$ cat src/rtl/lsu_mem_initiator.sv
// Load/store initiator: turns one core byte/half/word access into a word-aligned
// memory request and returns the lane-extracted, extended result or an error.
module lsu_mem_initiator #(
    parameter int TIMEOUT = 255
) (
    input  logic        i_clk,
    input  logic        i_rst_n,
    input  logic        i_req_valid,
    output logic        o_req_ready,
    input  logic        i_req_write,
    input  logic [31:0] i_req_addr,
    input  logic [31:0] i_req_wdata,
    input  logic [1:0]  i_req_size,
    input  logic        i_req_unsigned,
    output logic        o_resp_valid,
    input  logic        i_resp_ready,
    output logic [31:0] o_resp_rdata,
    output logic        o_resp_err,
    output logic        o_mem_valid,
    output logic        o_mem_write_enable,
    output logic [31:0] o_mem_addr,
    output logic [31:0] o_mem_wdata,
    output logic [3:0]  o_mem_wmask,
    input  logic        i_mem_ready,
    input  logic        i_mem_rvalid,
    input  logic [31:0] i_mem_rdata
);

    localparam logic [1:0] S_IDLE = 2'd0;
    localparam logic [1:0] S_REQ  = 2'd1;
    localparam logic [1:0] S_WAIT = 2'd2;
    localparam logic [1:0] S_RESP = 2'd3;

    localparam logic [7:0] LP_TIMEOUT = 8'(TIMEOUT);

    function automatic logic f_bad_access(input logic [1:0] size, input logic [1:0] lane);
        logic bad;
        case (size)
            2'd0:    bad = 1'b0;
            2'd1:    bad = lane[0];
            2'd2:    bad = (lane != 2'b00);
            default: bad = 1'b1;
        endcase
        return bad;
    endfunction

    function automatic logic [3:0] f_wmask(input logic [1:0] size, input logic [1:0] lane);
        logic [3:0] mask;
        case (size)
            2'd0:    mask = 4'b0001 << lane;
            2'd1:    mask = 4'b0011 << {lane[1], 1'b0};
            default: mask = 4'b1111;
        endcase
        return mask;
    endfunction

    function automatic logic [31:0] f_wdata(input logic [1:0] size, input logic [31:0] d);
        logic [31:0] data;
        case (size)
            2'd0:    data = {4{d[7:0]}};
            2'd1:    data = {2{d[15:0]}};
            default: data = d;
        endcase
        return data;
    endfunction

    // Lane select then sign/zero extension from bit 7 (byte) or bit 15 (half).
    function automatic logic [31:0] f_load_extend(input logic [1:0] size, input logic uns,
                                                  input logic [1:0] lane, input logic [31:0] word);
        logic [31:0]        shifted;
        logic signed [31:0] ext;
        shifted = word >> {lane, 3'b000};
        case (size)
            2'd0:    ext = uns ? {24'd0, shifted[7:0]}  : {{24{shifted[7]}}, shifted[7:0]};
            2'd1:    ext = uns ? {16'd0, shifted[15:0]} : {{16{shifted[15]}}, shifted[15:0]};
            default: ext = shifted;
        endcase
        return ext;
    endfunction

    logic [1:0]  r_state;
    logic [1:0]  r_size;
    logic [1:0]  r_lane;
    logic        r_write;
    logic        r_unsigned;
    logic [7:0]  r_cnt;
    logic        r_mem_valid;
    logic [31:0] r_mem_addr;
    logic [31:0] r_mem_wdata;
    logic [3:0]  r_mem_wmask;
    logic        r_resp_valid;
    logic        r_resp_err;
    logic [31:0] r_resp_rdata;

    logic [7:0]  w_cnt_next;
    logic        w_expired;
    logic [31:0] w_load_data;

    assign w_cnt_next  = r_cnt + 8'd1;
    assign w_expired   = (w_cnt_next >= LP_TIMEOUT);
    assign w_load_data = r_write ? 32'd0 : f_load_extend(r_size, r_unsigned, r_lane, i_mem_rdata);

    assign o_req_ready        = (r_state == S_IDLE);
    assign o_resp_valid       = r_resp_valid;
    assign o_resp_rdata       = r_resp_rdata;
    assign o_resp_err         = r_resp_err;
    assign o_mem_valid        = r_mem_valid;
    assign o_mem_write_enable = r_mem_valid & r_write;
    assign o_mem_addr         = r_mem_addr;
    assign o_mem_wdata        = r_mem_wdata;
    assign o_mem_wmask        = r_mem_wmask;

    always_ff @(posedge i_clk or negedge i_rst_n) begin
        if (!i_rst_n) begin
            r_state      <= S_IDLE;
            r_size       <= 2'd0;
            r_lane       <= 2'd0;
            r_write      <= 1'b0;
            r_unsigned   <= 1'b0;
            r_cnt        <= 8'd0;
            r_mem_valid  <= 1'b0;
            r_mem_addr   <= 32'd0;
            r_mem_wdata  <= 32'd0;
            r_mem_wmask  <= 4'd0;
            r_resp_valid <= 1'b0;
            r_resp_err   <= 1'b0;
            r_resp_rdata <= 32'd0;
        end else begin
            case (r_state)
                S_IDLE: begin
                    if (i_req_valid) begin
                        r_size      <= i_req_size;
                        r_lane      <= i_req_addr[1:0];
                        r_write     <= i_req_write;
                        r_unsigned  <= i_req_unsigned;
                        r_mem_addr  <= {i_req_addr[31:2], 2'b00};
                        r_mem_wdata <= i_req_write ? f_wdata(i_req_size, i_req_wdata) : 32'd0;
                        r_mem_wmask <= i_req_write ? f_wmask(i_req_size, i_req_addr[1:0]) : 4'd0;
                        if (f_bad_access(i_req_size, i_req_addr[1:0])) begin
                            r_state      <= S_RESP;
                            r_resp_valid <= 1'b1;
                            r_resp_err   <= 1'b1;
                            r_resp_rdata <= 32'd0;
                        end else begin
                            r_state     <= S_REQ;
                            r_mem_valid <= 1'b1;
                            r_cnt       <= 8'd0;
                        end
                    end
                end
                S_REQ: begin
                    r_cnt <= w_cnt_next;
                    if (i_mem_ready) begin
                        r_mem_valid <= 1'b0;
                        if (i_mem_rvalid) begin
                            r_state      <= S_RESP;
                            r_resp_valid <= 1'b1;
                            r_resp_err   <= 1'b0;
                            r_resp_rdata <= w_load_data;
                        end else begin
                            r_state <= S_WAIT;
                        end
                    end else if (w_expired) begin
                        r_mem_valid  <= 1'b0;
                        r_state      <= S_RESP;
                        r_resp_valid <= 1'b1;
                        r_resp_err   <= 1'b1;
                        r_resp_rdata <= 32'd0;
                    end
                end
                S_WAIT: begin
                    r_cnt <= w_cnt_next;
                    if (i_mem_rvalid) begin
                        r_state      <= S_RESP;
                        r_resp_valid <= 1'b1;
                        r_resp_err   <= 1'b0;
                        r_resp_rdata <= w_load_data;
                    end else if (w_expired) begin
                        r_state      <= S_RESP;
                        r_resp_valid <= 1'b1;
                        r_resp_err   <= 1'b1;
                        r_resp_rdata <= 32'd0;
                    end
                end
                default: begin
                    // Late memory responses are dropped here; only the core handshake matters.
                    if (i_resp_ready) begin
                        r_state      <= S_IDLE;
                        r_resp_valid <= 1'b0;
                    end
                end
            endcase
        end
    end

endmodule
$ cat config.mk
export PLATFORM = sky130hd
export DESIGN_NAME = lsu_mem_initiator
export DESIGN_NICKNAME = d
export VERILOG_FILES = /design/src/rtl/lsu_mem_initiator.sv
export SDC_FILE = /design/constraint.sdc
export NUM_CORES = 1
export LEC_CHECK = 0
export BUFFER_PORTS_ARGS = -buffer_cell sky130_fd_sc_hd__buf_4
export CAP_MARGIN = 20
export CORE_ASPECT_RATIO = 0.6
export CORE_MARGIN = 3
export CORE_UTILIZATION = 53
export DETAILED_ROUTE_END_ITERATION = 16
export HOLD_SLACK_MARGIN = 0.05
export PLACE_DENSITY = 0.91
export SETUP_SLACK_MARGIN = 0.02
export SKIP_LAST_GASP = 1
export SYNTH_ARGS = -nofsm -noshare
export SYNTH_HDL_FRONTEND = slang
export SYNTH_SLANG_ARGS = --single-unit
export TNS_END_PERCENT = 10
$ cat constraint.sdc
create_clock -name i_clk -period 3.4 [get_ports i_clk]
set_input_delay 0.68 -clock i_clk [delete_from_list [all_inputs] [get_ports i_clk]]
set_output_delay 0.68 -clock i_clk [all_outputs]
set_load 0.05 [all_outputs]
### After elaboration in Yosys (flattened, before gate mapping)

Index checks and enable logic that the tools add are counted.

| word-level totals | value |
|---|---|
| bits in registers | 117 |
| bits in latches | 0 |
| memory bits (writable) | 0 |
| ROM bits | 0 |
| output and inout port bits | 105 |
| logic and storage cells | 91 |
| memories kept | 0 |

| cells by class | value |
|---|---|
| add/subtract/negate cells | 1 |
| $mul | 0 |
| divide/modulo/power cells | 0 |
| $lt $le $gt $ge | 1 |
| eq/ne operators | 10 |
| shifts and indexed selects | 3 |
| muxes and demuxes | 47 |
| bitwise operators | 1 |
| reduce and logical (&&, ||, !) cells | 15 |

Operators with widths:

| operator | number |
|---|---|
| $mux 32 | 10 |
| $pmux 32 s2 | 2 |
| $pmux 32 s3 | 1 |
| $shr 32x5->32 | 1 |
| $mux 1 | 18 |
| $mux 8 | 2 |
| $pmux 8 s2 | 1 |
| $mux 2 | 6 |
| $reduce_and 4->1 | 3 |
| $pmux 1 s3 | 3 |
| $add 8x1->8 const B | 1 |
| $ge 8x8->1 const B | 1 |
| $pmux 4 s2 | 1 |
| $eq 2x1->1 const B | 3 |
| $logic_not 2->1 | 3 |
| $ne 3x3->1 const B | 2 |
| $pmux 2 s3 | 1 |
| $reduce_bool 2->1 | 3 |
| $eq 2x2->1 const B | 2 |
| $mux 4 | 1 |
| $ne 2x2->1 const B | 2 |
| $reduce_and 2->1 | 2 |
| $reduce_bool 4->1 | 1 |
| $shl 1x2->4 const A | 1 |
| 7 further kinds | 7 |

### Longest topological paths before layout

| depth | value |
|---|---|
| word-level depth | 7 |
| depth in mapped cells | 10 |

### Least setup slack after synthesis

No wires, ideal clock.

| timing path | value |
|---|---|
| path kind | register to register |
| start point | register r_state[0] |
| end point | register r_resp_rdata[21] (netlist: o_resp_rdata[21]) |
| arrival time | 2.440 ns |
| data required time | 3.270 ns |
| slack | 0.830 ns |
| stages on the path, launching flop included | 11 |
| buffers on the path | 3 |
| clock period less this slack | 2.570 ns |
| path through | dfrtp_1 inv_1 ha_1 clkbuf_1 nand2b_1 and3_1 and3_1 clkbuf_1 o21ai_1 clkbuf_1 o2bb2ai_1 |

| between the ends | value |
|---|---|
| cells in the longest elaborated chain, start to end | 3 |
| elaborated cells on any way between the ends | 9 |
| classes of those cells | eq/ne: 5; mux: 1; reduce/logical: 3 |

RTL lines:

| item | RTL line | source |
|---|---|---|
| start, declared | 81 | `logic [1:0] r_state;` |
| start signal, assigned | 115 | `r_state <= S_IDLE;` |
| start signal, assigned | 140 | `r_state <= S_RESP;` |
| start signal, assigned | 145 | `r_state <= S_REQ;` |
| $logic_not 2->1 (*) | -- |  |
| named net o_req_ready | 9 | `output logic o_req_ready,` |
| $ne 2x1->1 (no source line) (tied with other cells) | -- |  |
| $reduce_and 4->1 (no source line) | -- |  |
| end signal, assigned | 159 | `r_resp_rdata <= w_load_data;` |
| end signal, assigned | 177 | `r_resp_rdata <= w_load_data;` |
| end, declared | 93 | `logic [31:0] r_resp_rdata;` |

The timed path passes the listed nets; every way through them passes the cells marked *.
A chain may end at the register's enable or synchronous reset.

### Worst setup path after layout

| timing path | value |
|---|---|
| start point | register r_state[0] |
| end point | register r_resp_rdata[7] (netlist: o_resp_rdata[7]) |

| between the ends | value |
|---|---|
| cells in the longest elaborated chain, start to end | 3 |
| elaborated cells on any way between the ends | 9 |
| classes of those cells | eq/ne: 5; mux: 1; reduce/logical: 3 |

RTL lines:

| item | RTL line | source |
|---|---|---|
| $eq 2x1->1 (tied with other cells) | 129 | `case (r_state)` |
| $ne 3x3->1 (no source line) (tied with other cells) | -- |  |
| $reduce_and 4->1 (no source line) | -- |  |

Several ways; a longest one is shown, not always the timed one.

==> metrics.cfg <==
[synthesis]
avgSynthCellArea_um2 = 10.7
synth.most_common_cell = dfrtp_1
synth_edf_count = 0
netlist.area_leader.share = 0.520
ys_types = 44
yosysSeqAreaShare = 0.520
ys_seq_elements = 117
synth.cell_area_mm2 = 0.00563
synth_area_leader_cell = dfrtp_1
synthCells = 524
ys_top_cells_by_area = dfrtp_1 (52%), mux2_2 (8.4%), mux2i_1 (7.6%)
yosysWarningCount = 0
yosys_most_used_dff = dfrtp_1
synthArstFlopShare = 1.00
netlist_top_cells_count = dfrtp_1 (117), nand2_1 (60), o21ai_0 (57)

[cells_and_area]
final_nets = 834
num_antenna_cells = 0
design_area_mm2 = 0.00785
syn2layout_area_growth_pct = 39.3
drive_gt1_frac = 0.396

[clock_tree]
cts_root_buf = clkbuf_16
cts-resized-gates = 0
clkSlewWorstSetupHoldPaths_ns = 0.05
ctsHoldBuffers = 0
cts_buffers = 17
insertion_delay_ns = 0.41
h-tree-depth = 4
cts.sinks = 117
tritoncts = yes
clock_path_buffers = 2
cts_setup_buffers = 0

[setup_path]
required_ns = 3.74
cpMaxStageDelayCell = a21bo_2
cp-end-kind = flip-flop
cp-startpoint = r_state[0]$_DFFE_PN0P_
reg2reg_setup_slack_ns = 0.66
setup.worst_path.class = flip-flop to flip-flop
path_max_fanout = 32
reg2reg_from = r_state[0]$_DFFE_PN0P_
rr_worst_depth = 6
cp.arrival_ns = 3.08
worst-path-stages = 6
path_cells = inv_1 -> ha_1 -> o21ai_0 -> and4b_1 -> a21bo_2 -> a22o_1
r2r_end = o_resp_rdata[7]$_DFFE_PN0P_
critPathBufInv = 1
endpoint = o_resp_rdata[7]$_DFFE_PN0P_
cpPeakStageDelay_ns = 0.64
startpoint_type = flip-flop
crit_family = compound AO/OA/AOI/OAI gates

[run]
cap_viol_max_count = 0

[detailed_routing]
avgRoutedWirePerCell_um = 20.6
drt-initial-drc-count = 506
viasPerCell = 5.93
drt_pass1_iterations = 5
antenna_left = 0
wl_um = 17800
vias = 5144
drc = 0

[timing]
tns_ns = 0
maxSlewViolCount = 0
finalHoldViolations = 0
finalCritPeriodShare = 0.807
slew_headroom = 0.328
setup_viol = 0
worst_pin_slew_ns = 1.00
fin_crit_ns = 2.74
setup_ws_ns = 0.657
fmax_mhz = 365
whs_ns = 0.421
rsz0062_at_grt = no
fin_skew_ns = 0.00602

[pwr]
pwr_density_cell_mw_per_mm2 = 1100
cellLeakagePower_nw = 3.88
peakVddDrop_mv = 0.795

[placement]
io_buffers = 208
place_congestion = 0.969
place_ws_ns = 0.543
hpwl_um = 12800
dpl_cell_area_mm2 = 0.00725

[global_route]
antenna_found_initial = 0
grt_pass1_vias = 5246
grt_pass1_wl_um = 27900
overflow = 0
grt_start_max_net_pins = 86
grt.total_usage = 0.298

[floorplanning]
die_area_mm2 = 0.0119
die_h_um = 85.9
rows = 28
core_mm2 = 0.0101
io_pins = 211
fp.dieW_um = 139
initial_utilization = 0.558

[min_path]
holdCritPathClass = input pin to asynchronous set/reset pin

[run_status]
status = finished, final reports clean

-- per-layer routing --
| layer | GRT usage | wire [um] | share of wire | vias to the layer above |
|---|---|---|---|---|
| li1 | - | - | - | 2305 |
| met1 | 0.395 | 7310 | 0.41 | 2528 |
| met2 | 0.470 | 8470 | 0.47 | 270 |
| met3 | 0.0869 | 1640 | 0.092 | 41 |
| met4 | 0.118 | 423 | 0.024 | 0 |
| met5 | 0 | 0 | 0 | - |
-- layout by cell type (no fill, tap or decap), types with 3 or more instances in the layout --
master     netlist  routed
a211oi_1         5       5
a21oi_1         37      37
a22o_1          17      17
a31oi_1          8       8
and2_1           4       4
and3_1           4       4
buf_4            2     212
clkbuf_16        0      17
clkinv_2         0       3
clkinv_4         0       4
dfrtp_1        117     117
ha_1             8       8
inv_1            9       9
mux2_2          42      42
mux2i_1         43      43
nand2_1         60      59
nand2b_1         6       6
nand3_1          4       4
nor2_1          15      15
nor2b_1          3       3
nor3_1           3       3
o21ai_0         57      57
o2bb2ai_1       19      19
-- layout make-up --
cell class              instances  area, um2
flip-flops and latches        117       2930
clock buffers                  21        460
repair buffers                213       1610
fillers                       629       2240
inverters                       9       33.8
well taps                     135        169
clock inverters                11        126
multi-input cells             362       2520
-- logic make-up after synthesis --
logic type / synth area share
flip-flops: 0.520
AND/OR/NAND/NOR: 0.0831
AO/OA/AOI/OAI: 0.180
buffers and inverters: 0.0353
multiplexers: 0.160
other: 0.000666
adder cells (fa/ha/maj): 0.0178
XOR/XNOR: 0.00311
-- through the flow --
stage | std cells | utilization | power (mW)
final | 868 | 0.778 | 8.65
after global routing | 868 | 0.778 | 9.03
after CTS | 867 | 0.777 | 8.63
after detailed placement | 835 | 0.719 | 6.83
after global placement | 835 | 0.719 | 6.67
after floorplan | 525 | - | 5.44
-- how the worst min path moves through the flow --
stage / startpoint / cells after the start / end / slack (ns)
final: i_rst_n / 1 / o_mem_addr[29]$_DFFE_PN0P_ / 0.42
after global routing: i_rst_n / 1 / o_mem_addr[29]$_DFFE_PN0P_ / 0.49
after floorplan: i_rst_n / 0 / o_mem_addr[10]$_DFFE_PN0P_ / 0.38
after global placement: o_mem_wmask[2]$_DFFE_PN0P_ / 1 / o_mem_wmask[2]$_DFFE_PN0P_ / 0.46
after CTS: i_rst_n / 1 / o_mem_addr[29]$_DFFE_PN0P_ / 0.45
after detailed placement: o_mem_wdata[27]$_DFFE_PN0P_ / 2 / o_mem_wdata[27]$_DFFE_PN0P_ / 0.47
-- flip-flops by register name (all words and copies together) (netlist names) --
register      flops
o_mem_addr       30
o_mem_valid       1
o_resp_valid      1
r_unsigned        1
r_state           2
o_resp_rdata     32
r_lane            2
r_write           1
o_mem_wdata      32
r_cnt             8
o_mem_wmask       4
r_size            2
o_resp_err        1
-- power by group --
group	total, mW	internal [mW]	switching, mW	leakage [nW]
sequential	2.32	1.92	0.403	1.51
combinational	4.57	1.45	3.11	2.08
clock	1.76	1.12	0.646	0.287
Note: power is estimated with default switching activity, not from simulation.
